<file path="config.mk">
export PLATFORM = sky130hd
export DESIGN_NAME = datapath_issue_queue
export DESIGN_NICKNAME = d
export VERILOG_FILES = /design/src/rtl/datapath_issue_queue.sv
export SDC_FILE = /design/constraint.sdc
export NUM_CORES = 1
export LEC_CHECK = 0
export CAP_MARGIN = 20
export CORE_MARGIN = 2
export CORE_UTILIZATION = 30
export CTS_CLUSTER_SIZE = 8
export DETAILED_ROUTE_END_ITERATION = 8
export GPL_TIMING_DRIVEN = 0
export PLACE_DENSITY = 0.49
export SLEW_MARGIN = 20
export SYNTH_ARGS = -nofsm -noshare
export SYNTH_HDL_FRONTEND = slang
export SYNTH_SLANG_ARGS = --single-unit
</file>
<file path="constraint.sdc">
create_clock -name clk -period 2.21 [get_ports clk]
set_clock_uncertainty 0.1 [all_clocks]
set_input_delay 0.3315 -clock clk [delete_from_list [all_inputs] [get_ports clk]]
set_output_delay 0.3315 -clock clk [all_outputs]
set_load 0.02 [all_outputs]
</file>
<file path="src/rtl/datapath_issue_queue.sv">
// Issue queue feeding the arithmetic datapath: buffers operand triples, issues
// at most one per cycle and re-joins each datapath result with its opcode.
module datapath_issue_queue #(
    parameter int unsigned N     = 16,
    parameter int unsigned DEPTH = 4,
    parameter int unsigned LAT   = 2
) (
    input  logic         clk,
    input  logic         rst,
    input  logic         in_valid,
    output logic         in_ready,
    input  logic [N-1:0] in_A,
    input  logic [N-1:0] in_B,
    input  logic [2:0]   in_opcode,
    input  logic         pipe_req,
    output logic [N-1:0] dp_A,
    output logic [N-1:0] dp_B,
    output logic [2:0]   dp_opcode,
    output logic         dp_pipe,
    input  logic [N-1:0] dp_Y,
    input  logic         dp_co,
    output logic         out_valid,
    output logic [N-1:0] out_Y,
    output logic         out_co,
    output logic [2:0]   out_opcode,
    output logic         busy
);
    localparam int unsigned PW = $clog2(DEPTH);
    localparam int unsigned CW = $clog2(DEPTH + 1);
    localparam int unsigned NS = LAT + 1;

    typedef struct packed {
        logic [N-1:0] a;
        logic [N-1:0] b;
        logic [2:0]   op;
    } entry_t;

    typedef struct packed {
        logic       v;
        logic [2:0] op;
    } tag_t;

    entry_t        mem_q [DEPTH];
    logic [PW-1:0] wr_ptr_q, wr_ptr_d;
    logic [PW-1:0] rd_ptr_q, rd_ptr_d;
    logic [CW-1:0] count_q, count_d;
    logic          pipe_q, pipe_d;
    tag_t          tag_q [NS];
    tag_t          tag_d [NS];
    entry_t        dp_q, dp_d;
    logic          out_valid_q, out_valid_d;
    logic [N-1:0]  out_Y_q, out_Y_d;
    logic          out_co_q, out_co_d;
    logic [2:0]    out_op_q, out_op_d;

    logic          push, issue, in_flight;
    tag_t          final_tag;
    entry_t        head;

    always_comb begin
        in_flight = 1'b0;
        for (int unsigned i = 0; i < NS; i++) begin
            in_flight = in_flight | tag_q[i].v;
        end
    end

    assign head      = mem_q[rd_ptr_q];
    assign in_ready  = (count_q != CW'(DEPTH)) && !rst;
    assign push      = in_valid && in_ready;
    assign issue     = (count_q != '0) && (pipe_q == pipe_req);
    assign final_tag = pipe_q ? tag_q[NS-1] : tag_q[0];
    assign busy      = (count_q != '0) || in_flight;

    always_comb begin
        wr_ptr_d    = wr_ptr_q;
        rd_ptr_d    = rd_ptr_q;
        count_d     = count_q;
        pipe_d      = pipe_q;
        dp_d        = dp_q;
        out_valid_d = final_tag.v;
        out_Y_d     = out_Y_q;
        out_co_d    = out_co_q;
        out_op_d    = out_op_q;

        if (push) wr_ptr_d = wr_ptr_q + PW'(1);
        if (issue) begin
            rd_ptr_d = rd_ptr_q + PW'(1);
            dp_d     = head;
        end
        if (push && !issue) count_d = count_q + CW'(1);
        else if (!push && issue) count_d = count_q - CW'(1);

        // Mode only flips once the tag pipe is empty, so the stage count never
        // changes underneath an operation in flight.
        if ((pipe_req != pipe_q) && !in_flight) pipe_d = pipe_req;

        tag_d[0].v  = issue;
        tag_d[0].op = head.op;
        for (int unsigned i = 1; i < NS; i++) begin
            tag_d[i] = pipe_q ? tag_q[i-1] : '0;
        end

        if (final_tag.v) begin
            out_Y_d  = dp_Y;
            out_co_d = dp_co;
            out_op_d = final_tag.op;
        end
    end

    always_ff @(posedge clk) begin
        if (push) mem_q[wr_ptr_q] <= {in_A, in_B, in_opcode};
    end

    always_ff @(posedge clk or posedge rst) begin
        if (rst) begin
            wr_ptr_q    <= '0;
            rd_ptr_q    <= '0;
            count_q     <= '0;
            pipe_q      <= 1'b0;
            dp_q        <= '0;
            out_valid_q <= 1'b0;
            out_Y_q     <= '0;
            out_co_q    <= 1'b0;
            out_op_q    <= '0;
            for (int unsigned i = 0; i < NS; i++) tag_q[i] <= '0;
        end else begin
            wr_ptr_q    <= wr_ptr_d;
            rd_ptr_q    <= rd_ptr_d;
            count_q     <= count_d;
            pipe_q      <= pipe_d;
            dp_q        <= dp_d;
            out_valid_q <= out_valid_d;
            out_Y_q     <= out_Y_d;
            out_co_q    <= out_co_d;
            out_op_q    <= out_op_d;
            for (int unsigned i = 0; i < NS; i++) tag_q[i] <= tag_d[i];
        end
    end

    assign dp_A       = dp_q.a;
    assign dp_B       = dp_q.b;
    assign dp_opcode  = dp_q.op;
    assign dp_pipe    = pipe_q;
    assign out_valid  = out_valid_q;
    assign out_Y      = out_Y_q;
    assign out_co     = out_co_q;
    assign out_opcode = out_op_q;
endmodule

</file>
[Word-level counts from Yosys, hierarchy flattened]
Memories as Yosys holds them, arrays and structs flattened.
Index checks and enable logic that the tools add are counted.
Storage, ports and cells
  word-level logic and storage cells: 47
  output and inout bits: 59
  bits of input ports: 56
  RAM bits: 140
  memories kept: 1
  register bits after elaboration: 76
Operators by class
  add/sub/neg operators: 4
  muxes and demuxes: 7
  reduce and logical (&&, ||, !) cells: 13
  bitwise logic cells: 2
  equal/unequal tests: 3
Memories
  mem_q: depth 4, bits a word 35, rd ports 1, clocked after memory_dff 0, wr ports 1, RTL line 43  | entry_t mem_q [DEPTH];
Operators with widths (number)
  $mux 4: 3
  $logic_and 1x1->1: 6
  $mux 3: 2
  $add 2x1->2 const B: 2
  $logic_not 1->1: 4
  $add 3x1->3 const B: 1
  $ne 3x3->1 const B: 1
  $reduce_bool 3->1: 1
  $sub 3x1->3 const B: 1
  $mux 1: 2
  $or 1x1->1: 2
  $reduce_bool 2->1: 1
  $eq 1x1->1: 1
  $logic_or 1x1->1: 1
  $ne 1x1->1: 1

[Depth between registers and ports, before layout]
  depth after elaboration: 7
  mapped depth: 12
  gate-level depth less buffers: 9

[Least setup slack after synthesis]
Ideal clock, no wire load.
  kind: reg2reg
  start: reg pipe_q, in the netlist dp_pipe
  end: reg count_q[1]
  cell stages (with the launch flop): 11
  required time: 1.985 ns
  library setup time: 0.125 ns
  clock period less this slack: 2.424 ns
  data arrival time: 2.199 ns
  path slack: -0.214 ns
  path buffers: 3
  cell sequence: dfrtp_1 -> buf_4 -> xnor2_2 -> nor2b_4 -> buf_6 -> buf_6 -> inv_1 -> ha_1 -> inv_1 -> fa_1 -> mux2_2
On the way
  cells in the longest elaborated chain, start to end: 5
  elaborated cells on any way between the ends: 7
  those cells by class: 1 x eq/ne; 1 x mux; 5 x reduce/logical
Ends and longest elaborated chain
  start: declaration: RTL line 47  | logic pipe_q, pipe_d;
  start signal: assignment: RTL line 130  | pipe_q <= pipe_d;
  $eq 1x1->1: RTL line 70  | assign issue = (count_q != '0) && (pipe_q == pipe_req);
  $logic_and 1x1->1: RTL line 70
  via issue: RTL line 56  | logic push, issue, in_flight;
  $logic_not 1->1: RTL line 90  | if (push && !issue) count_d = count_q + CW'(1);
  $logic_and 1x1->1: RTL line 90
  $mux 3: RTL line 90
  via count_d[1]: RTL line 46  | logic [CW-1:0] count_q, count_d;
  end signal: assignment: RTL line 129  | count_q <= count_d;
  end: declaration: RTL line 46
The timed path passes the listed nets, and every way through them passes these cells.
A chain may end at the register's enable or synchronous reset.

[Worst setup path after layout]
  start: reg count_q[1]
  end: reg count_q[2]
On the way
  elaborated cells on any way between the ends: 14
  those cells by class: 2 x add/sub; 1 x eq/ne; 2 x mux; 9 x reduce/logical
RTL lines (RTL line)
  $reduce_bool 3->1 (*): 70
  $logic_and 1x1->1 (*): 70
  via issue: 56
  $logic_not 1->1: 90
  $logic_and 1x1->1: 90
  $mux 3 or $reduce_bool 2->1 (tied branches)
The timed path passes the listed nets; every way through them passes the cells marked *. The select of a mux whose other input is x is not followed.

==> results.md <==
Synthesis:
- The net count of the mapped netlist is 435.
- Synthesis instantiated 30 different standard cells from the library.
- The number of register bits inferred by synthesis is 216.
- The count of yosys warnings during synthesis is 0.
- After synthesis, the share of flip-flops with an asynchronous set or reset is 0.352.
- Dividing the synthesized area by the synthesized cell count gives around 22 um^2.
- Of the synthesized area, sequential elements account for 0.746.
- Yosys mapped a number of flops with a built-in enable equal to 140.
- The most used flip-flop cell after synthesis is sky130_fd_sc_hd__edfxtp_1.
- Yosys attributes the largest share of cell area to sky130_fd_sc_hd__edfxtp_1 51%, sky130_fd_sc_hd__dfrtp_1 23%, sky130_fd_sc_hd__mux4_2 7.7%.
- The portion of synthesized cell area occupied by the leading cell type is 0.513.
- The cell accounting for the most synthesized area is sky130_fd_sc_hd__edfxtp_1.
- The area of the mapped netlist is 0.00819 mm^2.
- The gate count after technology mapping is 373.

Die:
- The total core area is 0.0269 mm^2.
- In this run the vertical extent of the chip is ~170 um.
- The placement row count is 60.
- For this configuration, the core starts out at a cell density of 0.305.
- The die span in x is 169 um.
- During I/O placement, the number of pins put on the boundary was between 100 and 150.
- The area enclosed by the die boundary is 0.0286 mm^2.

Global routing:
- The pin count of the biggest net entering global routing is 36.
- After global routing, the most crowded layer is met2.
- The initial antenna violation count is 1.
- The fraction of met1 tracks used by global routing is 0.154.
- The first global-routing pass estimated 26400 um of wire.
- The routing usage on met3 is 0.0324.
- The met2 usage is 0.208.
- The all-layer global routing usage is 0.121.
- The number of global-route vias before repair came to 4538.
- The global route total overflow is 0.

Final layout:
- The final cell count without fillers is 898.
- The footprint of the flip-flops and latches is 0.00611 mm^2.
- The core utilization of the finished layout is 0.403.
- The final design instance area without fill is 0.0108 mm^2.
- Relative to the synthesized area, the layout overhead comes to 32.3%.
- 0 antenna diodes ended up in the layout.
- The multi-input logic area is 0.00195 mm^2.
- Counting the fill cells in the layout gives 2431.
- The net count reported at finish is 596.
- The share of cells above drive strength 1 is 0.293.

Drt:
- The routed via count divided by cell count is 4.41.
- The number of DRC violations after detailed-routing iteration 0 is 126.
- For this block, the routed nets add up to between 15000 and 20000 um of wire.
- The routed length per placed instance is 18.8 um.
- The post-detailed-route count of antenna-violating nets is 0.
- The pre-antenna-repair detailed-routing pass consisted of 4 iterations.
- After detailed routing, the number of remaining DRC violations is 0.
- The detailed router placed about 4000 vias in this run.

Place:
- Including well taps, the total number of placed cells is 830.
- The pre-CTS worst setup slack is -620 ps.
- The placed standard-cell area is just under 0.01 mm^2.
- The wire-length estimate of the detail-placed layout is about 10000 um.
- The number of buffers inserted by port buffering is approximately 110.
- The congestion estimate from routability-driven global placement came to 0.655.

Worst setup path:
- The slowest stage of the critical path is the sky130_fd_sc_hd__dfrtp_2 cell.
- The endpoint of the worst register-to-register path is count_q[2].
- For the worst flop-to-flop path, the logic depth is 11.
- The worst stage delay on the critical path is roughly 420 ps.
- The maximum fanout along the worst path is 4.
- The setup slack on the worst flop-to-flop path is slightly above 70 ps.
- The critical path in this run is classified as reg2reg.
- The worst setup path is captured at a flip-flop.
- The beginning of the worst register-to-register path is count_q[1].
- For the worst setup path, the data required time is 2550 ps.
- Traced cell by cell, the critical path runs through nor3_4, buf_4, nor2b_4, buf_12, inv_4, ha_4, inv_2, fa_2, xor2_1, nor2_1, xor2_1.
- The critical path startpoint category is a flip-flop.
- The cell that appears most often on the critical path is sky130_fd_sc_hd__xor2_1.
- The arrival time at the worst endpoint is 2480 ps.

Power and ir drop:
- The analysis attributes to cell leakage a power of 3.99 nW.
- The largest vdd supply drop is 0.000523 V.
- Overall power consumption after layout is estimated at 16.0 mW.
- The power density over the cells is 1480 mW/mm^2.

Timing:
- The final hold slack is approximately 280 ps.
- The final setup slack of the worst path is 70.7 ps.
- The clock period minus worst slack is between 2000 and 2500 ps.
- The final-report max-slew violation count is 0.
- Measured against its own limit, the worst slew margin works out to 0.528.
- The final cycle utilization of the critical path is 0.968.
- Based on the critical path, the design can be clocked at up to between 0.4 and 0.5 GHz.
- The hold violation count in the final report came to 0.
- The final-layout setup total negative slack is 0 ps.
- At the pin with the least slew margin, the transition time is about 710 ps.
- The number of endpoints failing setup at the final stage is 0.

Job:
- The tool flagged a number of max-cap violations equal to 0.

Min path:
- The path type of the worst min-delay path is in2async.

Clock network:
- In this run the number of H-tree levels came out at 1.
- TritonCTS built the clock tree.
- The number of buffers on the longest clock path is 3.
- The number of sinks driven by the clock tree is roughly 220.
- At the later pin of the worst-skew pair, clock insertion delay measures 520 ps.
- Clock-pin slew was measured on the worst setup and hold paths at 50 ps.
- Clock tree synthesis selected as its root buffer the cell sky130_fd_sc_hd__clkbuf_16.
- Buffers inserted during clock tree synthesis total 30.
- In this run, post-CTS hold repair placed 0 buffers.

Status:
- The run finished with clean final reports.
synthesized netlist by cell type (2+ instances only):
master                       n
sky130_fd_sc_hd__mux2_2     27
sky130_fd_sc_hd__edfxtp_1  140
sky130_fd_sc_hd__inv_1       7
sky130_fd_sc_hd__mux4_2     28
sky130_fd_sc_hd__nand2_1     4
sky130_fd_sc_hd__buf_6       4
sky130_fd_sc_hd__mux4_1      7
sky130_fd_sc_hd__buf_12      3
sky130_fd_sc_hd__ha_1        5
sky130_fd_sc_hd__xnor2_1     3
sky130_fd_sc_hd__buf_4       3
sky130_fd_sc_hd__buf_2       4
sky130_fd_sc_hd__o21ai_0     3
sky130_fd_sc_hd__nor2_1      2
sky130_fd_sc_hd__xor2_1      3
sky130_fd_sc_hd__dfrtp_1    76
sky130_fd_sc_hd__mux2i_1     3
sky130_fd_sc_hd__and2_1     12
sky130_fd_sc_hd__mux2_4     28
per-layer routing:
metal  vias to the layer above  share of wire
met2                       126           0.49
li1                       1779              -
met5                         -              0
met1                      2031           0.42
met4                         0          0.015
met3                        23          0.067
logic make-up after synthesis:
family,count (synthesis),synth area share
AO/OA/AOI/OAI,5,0.00397
AND/OR/NAND/NOR,22,0.0163
flip-flops,216,0.746
XOR/XNOR,7,0.00841
multiplexers,94,0.193
adder cells (fa/ha/maj),6,0.0101
buffers and inverters,23,0.0222
flip-flops by register name, indices dropped and copies added (netlist names):
signal and count:
mem_q 140, dp_A 16, dp_B 16, out_Y 16, tag_q 12, count_q 3
dp_opcode 3, out_opcode 3, rd_ptr_q 2, wr_ptr_q 2, dp_pipe 1, out_co 1
out_valid 1
power breakdown:
part | switching, mW | internal, mW
Combinational | 2.61 | 3.35
Sequential | 0.487 | 5.37
Clock | 1.58 | 2.59
cell usage in the layout, fill, tap and decap left out, types with 3 or more instances in the layout:
| cell type | count |
|---|---|
| sky130_fd_sc_hd__mux2_2 | 27 |
| sky130_fd_sc_hd__buf_2 | 4 |
| sky130_fd_sc_hd__edfxtp_1 | 140 |
| sky130_fd_sc_hd__xor2_1 | 3 |
| sky130_fd_sc_hd__o21ai_0 | 3 |
| sky130_fd_sc_hd__dfrtp_2 | 4 |
| sky130_fd_sc_hd__mux4_2 | 28 |
| sky130_fd_sc_hd__clkbuf_1 | 25 |
| sky130_fd_sc_hd__dfrtp_1 | 72 |
| sky130_fd_sc_hd__buf_6 | 3 |
| sky130_fd_sc_hd__buf_12 | 6 |
| sky130_fd_sc_hd__and2_1 | 8 |
| sky130_fd_sc_hd__and2_4 | 4 |
| sky130_fd_sc_hd__ha_1 | 4 |
| sky130_fd_sc_hd__clkdlybuf4s50_1 | 112 |
| sky130_fd_sc_hd__mux4_1 | 7 |
| sky130_fd_sc_hd__clkbuf_16 | 31 |
| sky130_fd_sc_hd__mux2_4 | 28 |
| sky130_fd_sc_hd__mux2i_1 | 3 |
| sky130_fd_sc_hd__buf_4 | 17 |
| sky130_fd_sc_hd__xnor2_1 | 3 |
| sky130_fd_sc_hd__inv_1 | 4 |
| sky130_fd_sc_hd__nand2_1 | 4 |
area by class of cell:
| cell class | instances | share of cell area |
|---|---|---|
| Sequential cell | 216 | 0.564 |
| Multi-Input combinational cell | 134 | 0.180 |
| Timing Repair Buffer | 132 | 0.120 |
| Clock buffer | 55 | 0.0799 |
| Tap cell | 341 | 0.0394 |
| Buffer | 13 | 0.0131 |
| Inverter | 7 | 0.00300 |
how the worst max path moves through the flow:
stage,slack (ps),cells after the start,startpoint,end
4_1_cts,-80,11,count_q[2],count_q[2]
5_1_grt,-2,11,count_q[1],count_q[2]
3_5_place_dp,-620,12,pipe_req,count_q[2]
6_report,70,11,count_q[1],count_q[2]
3_3_place_gp,-640,4,in_valid,mem_q[1][22]
2_1_floorplan,-140,12,dp_pipe,count_q[2]
worst max-delay path, delay by kind of cell, from the launching register on:
family	cells	cell delay, ps
adder cells (fa/ha/maj)	2	470
AND/OR/NAND/NOR	3	380
XOR/XNOR	2	300
buffers and inverters	4	370
flip-flops	1	420
timing repair:
item	in CTS	in global routing
pin swaps	5	7
resized for setup	13	6
endpoints found under the setup margin	144	12
buffers inserted	11	5
(Power assumes the default switching activity.)
